[src/rtl/raster_pkg.sv]
// Shared raster-pipeline definitions: coordinate/coefficient widths and the
// triangle-setup sequencing states.
package raster_pkg;

    localparam int COORD_W    = 10;
    localparam int EDGE_AB_W  = 11;
    localparam int EDGE_C_W   = 21;
    localparam int AREA_ACC_W = 23;

    typedef enum logic [1:0] {
        ST_IDLE,
        ST_MUL,
        ST_SUM,
        ST_COMMIT
    } state_t;

endpackage

[src/rtl/triangle_setup.sv]
// Per-frame triangle setup: edge-function coefficients and doubled area from
// three latched vertices, using one shared multiplier, committed atomically.
module triangle_setup
    import raster_pkg::*;
#(
    parameter int COORD_W = raster_pkg::COORD_W
) (
    input  logic                 clk_pix,
    input  logic                 rst,
    input  logic                 start,
    input  logic [COORD_W-1:0]   ax,
    input  logic [COORD_W-1:0]   ay,
    input  logic [COORD_W-1:0]   bx,
    input  logic [COORD_W-1:0]   by,
    input  logic [COORD_W-1:0]   cx,
    input  logic [COORD_W-1:0]   cy,
    output logic [COORD_W:0]     ea0,
    output logic [COORD_W:0]     ea1,
    output logic [COORD_W:0]     ea2,
    output logic [COORD_W:0]     eb0,
    output logic [COORD_W:0]     eb1,
    output logic [COORD_W:0]     eb2,
    output logic [2*COORD_W:0]   ec0,
    output logic [2*COORD_W:0]   ec1,
    output logic [2*COORD_W:0]   ec2,
    output logic [2*COORD_W:0]   area,
    output logic                 flipped,
    output logic                 degenerate,
    output logic                 busy,
    output logic                 done
);

    localparam int AB_W  = COORD_W + 1;
    localparam int P_W   = 2 * COORD_W;
    localparam int C_W   = P_W + 1;
    localparam int ACC_W = C_W + 2;

    state_t r_state;
    state_t w_next;

    logic [2:0]                r_idx;
    logic [COORD_W-1:0]        r_ax, r_ay, r_bx, r_by, r_cx, r_cy;
    logic [P_W-1:0]            r_prod [6];
    logic signed [AB_W-1:0]    r_ea [3];
    logic signed [AB_W-1:0]    r_eb [3];
    logic signed [C_W-1:0]     r_ec [3];
    logic signed [ACC_W-1:0]   r_acc;

    logic [COORD_W-1:0]        w_op_x, w_op_y;
    logic [P_W-1:0]            w_prod;
    logic signed [AB_W-1:0]    w_ea [3];
    logic signed [AB_W-1:0]    w_eb [3];
    logic signed [C_W-1:0]     w_ec [3];
    logic signed [ACC_W-1:0]   w_acc;
    logic                      w_flip;
    logic signed [AB_W-1:0]    w_ea_n [3];
    logic signed [AB_W-1:0]    w_eb_n [3];
    logic signed [C_W-1:0]     w_ec_n [3];
    logic signed [ACC_W-1:0]   w_area_n;

    // NOTE: sequential state is assigned with <= so every register samples
    // the pre-edge value of every other register, independent of block order.
    always_ff @(posedge clk_pix or posedge rst) begin
        if (rst) r_state <= ST_IDLE;
        else     r_state <= w_next;
    end

    // NOTE: every combinational output gets a default first, so no path
    // through the case leaves it unassigned and no latch is inferred.
    always_comb begin
        w_next = r_state;
        case (r_state)
            ST_IDLE:   if (start) w_next = ST_MUL;
            ST_MUL:    if (r_idx == 3'd5) w_next = ST_SUM;
            ST_SUM:    w_next = ST_COMMIT;
            ST_COMMIT: w_next = ST_IDLE;
            default:   w_next = ST_IDLE;
        endcase
    end

    assign busy = (r_state != ST_IDLE);

    // Product order pairs up as C0 = p0-p1, C1 = p2-p3, C2 = p4-p5.
    always_comb begin
        w_op_x = '0;
        w_op_y = '0;
        case (r_idx)
            3'd0: begin w_op_x = r_bx; w_op_y = r_cy; end
            3'd1: begin w_op_x = r_cx; w_op_y = r_by; end
            3'd2: begin w_op_x = r_cx; w_op_y = r_ay; end
            3'd3: begin w_op_x = r_ax; w_op_y = r_cy; end
            3'd4: begin w_op_x = r_ax; w_op_y = r_by; end
            3'd5: begin w_op_x = r_bx; w_op_y = r_ay; end
            default: ;
        endcase
        w_prod = P_W'(w_op_x) * P_W'(w_op_y);
    end

    always_comb begin
        w_ea[0] = $signed({1'b0, r_by}) - $signed({1'b0, r_cy});
        w_ea[1] = $signed({1'b0, r_cy}) - $signed({1'b0, r_ay});
        w_ea[2] = $signed({1'b0, r_ay}) - $signed({1'b0, r_by});
        w_eb[0] = $signed({1'b0, r_cx}) - $signed({1'b0, r_bx});
        w_eb[1] = $signed({1'b0, r_ax}) - $signed({1'b0, r_cx});
        w_eb[2] = $signed({1'b0, r_bx}) - $signed({1'b0, r_ax});
        for (int i = 0; i < 3; i++) begin
            w_ec[i] = $signed({1'b0, r_prod[2*i]}) - $signed({1'b0, r_prod[2*i+1]});
        end
        w_acc = ACC_W'(w_ec[0]) + ACC_W'(w_ec[1]) + ACC_W'(w_ec[2]);
    end

    // Winding normalisation: negative area means clockwise, so flip all signs.
    always_comb begin
        w_flip = r_acc[ACC_W-1];
        for (int i = 0; i < 3; i++) begin
            w_ea_n[i] = w_flip ? -r_ea[i] : r_ea[i];
            w_eb_n[i] = w_flip ? -r_eb[i] : r_eb[i];
            w_ec_n[i] = w_flip ? -r_ec[i] : r_ec[i];
        end
        w_area_n = w_flip ? -r_acc : r_acc;
    end

    // NOTE: the product scratchpad has no reset; it is always written before
    // it is read, and leaving it out keeps it mappable to plain flops/RAM.
    always_ff @(posedge clk_pix) begin
        if (r_state == ST_MUL) r_prod[r_idx] <= w_prod;
    end

    always_ff @(posedge clk_pix or posedge rst) begin
        if (rst) begin
            r_idx      <= '0;
            r_ax       <= '0; r_ay <= '0;
            r_bx       <= '0; r_by <= '0;
            r_cx       <= '0; r_cy <= '0;
            r_ea       <= '{default: '0};
            r_eb       <= '{default: '0};
            r_ec       <= '{default: '0};
            r_acc      <= '0;
            ea0        <= '0; ea1 <= '0; ea2 <= '0;
            eb0        <= '0; eb1 <= '0; eb2 <= '0;
            ec0        <= '0; ec1 <= '0; ec2 <= '0;
            area       <= '0;
            flipped    <= 1'b0;
            degenerate <= 1'b0;
            done       <= 1'b0;
        end else begin
            done <= 1'b0;
            case (r_state)
                ST_IDLE: begin
                    if (start) begin
                        r_idx <= '0;
                        r_ax  <= ax; r_ay <= ay;
                        r_bx  <= bx; r_by <= by;
                        r_cx  <= cx; r_cy <= cy;
                    end
                end
                ST_MUL: r_idx <= r_idx + 3'd1;
                ST_SUM: begin
                    r_ea  <= w_ea;
                    r_eb  <= w_eb;
                    r_ec  <= w_ec;
                    r_acc <= w_acc;
                end
                ST_COMMIT: begin
                    ea0        <= w_ea_n[0]; ea1 <= w_ea_n[1]; ea2 <= w_ea_n[2];
                    eb0        <= w_eb_n[0]; eb1 <= w_eb_n[1]; eb2 <= w_eb_n[2];
                    ec0        <= w_ec_n[0]; ec1 <= w_ec_n[1]; ec2 <= w_ec_n[2];
                    area       <= w_area_n[C_W-1:0];
                    flipped    <= w_flip;
                    degenerate <= (r_acc == '0);
                    done       <= 1'b1;
                end
                default: ;
            endcase
        end
    end

endmodule
[config.mk]
export PLATFORM = sky130hd
export DESIGN_NAME = triangle_setup
export DESIGN_NICKNAME = d
export VERILOG_FILES = /design/src/rtl/raster_pkg.sv /design/src/rtl/triangle_setup.sv
export SDC_FILE = /design/constraint.sdc
export NUM_CORES = 2
export LEC_CHECK = 0
export CAP_MARGIN = 10
export CORE_ASPECT_RATIO = 1.75
export CORE_MARGIN = 3
export CORE_UTILIZATION = 65
export DETAILED_ROUTE_END_ITERATION = 12
export PLACE_DENSITY_LB_ADDON = 0.08
export SYNTH_ARGS = -nofsm -noshare
export SYNTH_HDL_FRONTEND = slang
export SYNTH_SLANG_ARGS = --single-unit
[constraint.sdc]
create_clock -name clk_pix -period 17.8 [get_ports clk_pix]
set_input_delay 1.78 -clock clk_pix [delete_from_list [all_inputs] [get_ports clk_pix]]
set_output_delay 1.78 -clock clk_pix [all_outputs]
set_load 0.01 [all_outputs]
==> results.toml <==
[timing]
min_period_ns = 8.13
skew_ns = 0.0274
finalCritPeriodShare_pct = 45.7
finalHoldViolCount = 0
fmax_ghz = 0.123
whs_ns = 0.510
tns_ns = 0
tightest_slew_ns = 1.08
finalMaxSlewViolations = 0
rsz0062_at_grt = "no"
setup_viol = 0
slew_headroom_pct = 27.7

[route]
vias = 24532
final_antenna_net_count = 0
drc = 0
avgRoutedWirePerCell_um = 23.7
first_pass_iters = 8
wirelength_mm = 92.4
via_per_inst = 6.30
drtIter0Drc = 1701

[synth]
yosys.area.top_type = "dfrtp_1"
syn-num-nets = 3464
yosysMostFrequentCell = "dfrtp_1"
yosysSeqAreaShare_pct = 41.8
synth_top_area_share_pct = 30.1
synth_flop_cell = "dfrtp_1"
synth_common_cells = "dfrtp_1, nor2_1, inv_1, a21oi_1, nand2_1"
syn-cell-area_mm2 = 0.0308
synth_cell_type_count = 71
ys_warn_count = 0
ys_seq_elements = 490
async_flop_share_pct = 75.5
synth.avg_cell_area_um2 = 9.95
yosys-top-cells-area = "dfrtp_1, edfxtp_1, ha_1, fa_1, mux2_2"
synth_edf_count = 120
synthCells = 3093

[worst_setup_path]
reg2reg_depth = 26
r2r_start = "r_idx[1]$_DFFE_PP0P_"
critPathMaxFanout = 10
worstPathRequired_ns = 18.11
r2r-end = "r_prod[3][18]$_DFFE_PP_"
rrSetupSlack_ns = 9.67
cp-start-kind = "flop"
path_class = "flop to flop"
cp-end-kind = "flop"
cp_data_arrival_time_ns = 8.44

[clocking]
cts_tree = "yes"
hold_buffers = 0
clock-root-buffer = "clkbuf_16"
clockBufferDepth = 3
htree_levels = 2
cts.clk_slew.worst_paths_ns = 0.06
cts_resized = 0
cts-buffers-inserted = 45
clk_latency_ns = 0.59
cts.sinks = 490
postCtsSetupBuffers = 0

[hold_path]
hp-class = "flop to flop"
whs_endpoint = "ec0[0]$_DFFE_PP0P_"
min_from = "ec0[0]$_DFFE_PP0P_"
min_path_cells = 1

[global_route]
grt_pass1_wl_mm = 142
antenna_found_initial = 3
grtUsageTotal_pct = 37.2
grt_overflow = 0
grt_pass1_vias = 26046
grt_max_degree = 216

[status]
status = "finished clean"

[layout]
layout-drive-gt1-share_pct = 8.40
nFillCells = 3262
stdcell_count = 3893
fin_nets = 3647
postLayoutCellArea_mm2 = 0.0350
diodes = 0
syn_to_final_growth_pct = 13.8

[run]
cap_viol_max_count = 0

[floorplan]
core_mm2 = 0.0465
die_y_um = 294
ios = 217
initial_utilization_pct = 66.3
num_rows = 104
die_area_mm2 = 0.0501
dieWidth_um = 171

[place]
hpwl_mm = 70.5
dpl_cell_area_mm2 = 0.0335
io_buffers = 216
gp_congestion = 1.00
placed_cells = 3811
-- worst max-delay path, cell delays in order (launching register included) --
cell      delay, ns
dfrtp_1        0.49
inv_1          0.18
ha_1           0.20
inv_1          0.07
a21oi_1        0.66
a22oi_1        0.21
nand2_1        0.19
nand2_1        0.23
or2_2          0.38
fa_1           0.53
inv_1          0.05
fa_1           0.50
inv_1          0.05
fa_1           0.47
inv_1          0.05
fa_1           0.53
inv_1          0.05
fa_1           0.53
inv_1          0.04
ha_1           0.35
and3_1         0.23
a221o_1        0.35
a31oi_1        0.27
o21ai_1        0.19
o31a_1         0.36
a221oi_1       0.38
xnor2_1        0.30
-- through the flow --
stage	util (%)	setup WS, ns
2_1_floorplan	-	5.75
4_1_cts	75.4	9.82
5_1_grt	75.4	9.27
3_5_place_dp	72.2	9.84
6_report	75.4	9.67
3_3_place_gp	72.2	10.02
-- routing by layer --
metal	vias to the layer above	global-route usage [%]	wire [um]
li1	11158	-	-
met3	416	7.16	5080
met1	11971	33.8	28100
met5	-	0	47
met4	6	35.6	11400
met2	981	67.0	47800
-- cells in the final DEF, fill, tap and decap left out, types with 8 or more instances in the layout --
| cell | n |
|---|---|
| clkdlybuf4s50_1 | 216 |
| a31oi_1 | 15 |
| a211o_1 | 8 |
| a21oi_1 | 230 |
| xor2_1 | 125 |
| ha_1 | 213 |
| or4_1 | 13 |
| o211ai_1 | 21 |
| dfrtp_1 | 369 |
| a221oi_1 | 14 |
| or2_2 | 23 |
| nand3_1 | 37 |
| inv_1 | 281 |
| mux2i_1 | 14 |
| and3_1 | 18 |
| nand2_1 | 223 |
| a21boi_0 | 11 |
| nor3_1 | 60 |
| nand2b_1 | 18 |
| fa_1 | 93 |
| o31ai_1 | 55 |
| clkbuf_1 | 11 |
| a222oi_1 | 11 |
| a21o_1 | 46 |
| buf_4 | 22 |
| nor2_1 | 356 |
| clkbuf_16 | 46 |
| a211oi_1 | 25 |
| or3_1 | 33 |
| o41ai_1 | 16 |
| nor2b_1 | 23 |
| mux2_2 | 145 |
| o21a_1 | 40 |
| o21ai_0 | 114 |
| a22oi_1 | 15 |
| o21bai_1 | 10 |
| xnor2_1 | 86 |
| o31a_1 | 15 |
| edfxtp_1 | 120 |
-- sequential cells by signal, indices dropped and copies added, names as in the netlist, 11 cells and up --
signal / count
r_ec: 63
ea0: 11
r_prod: 120
eb2: 11
eb0: 11
area: 21
r_ea: 33
r_acc: 23
ea1: 11
ec0: 21
ec1: 21
ec2: 21
eb1: 11
ea2: 11
r_eb: 33
-- cell type report --
type	count	area [um2]	area share (%)
clock buffers	62	1260	3.60
clock inverters	19	220	0.629
inverters	283	1070	3.06
multi-input cells	2216	16500	47.1
flip-flops and latches	490	12900	36.7
well taps	583	729	2.08
repair buffers	240	2370	6.76
-- worst max path at each step --
stage | startpoint | end | cells past startpoint
final | r_idx[1]$_DFFE_PP0P_ | r_prod[3][18]$_DFFE_PP_ | 26
after global routing | r_idx[1]$_DFFE_PP0P_ | r_prod[3][18]$_DFFE_PP_ | 26
after CTS | r_idx[1]$_DFFE_PP0P_ | r_prod[2][18]$_DFFE_PP_ | 26
after detailed placement | r_idx[1]$_DFFE_PP0P_ | r_prod[1][18]$_DFFE_PP_ | 26
after global placement | r_idx[1]$_DFFE_PP0P_ | r_prod[0][18]$_DFFE_PP_ | 26
after floorplan | rst | area[0]$_DFFE_PP0P_ | 1
-- logic make-up after synthesis --
logic type      synth area share [%]
compound gates                  14.6
xor+xnor                        6.00
fa+ha+maj                       14.8
buf+inv                         4.74
flops                           41.8
mux                             5.76
simple gates                    12.3
Power is left out: the tool's default activity adds up to more than one toggle a clock period on the data nets, which glitch-free logic cannot reach.
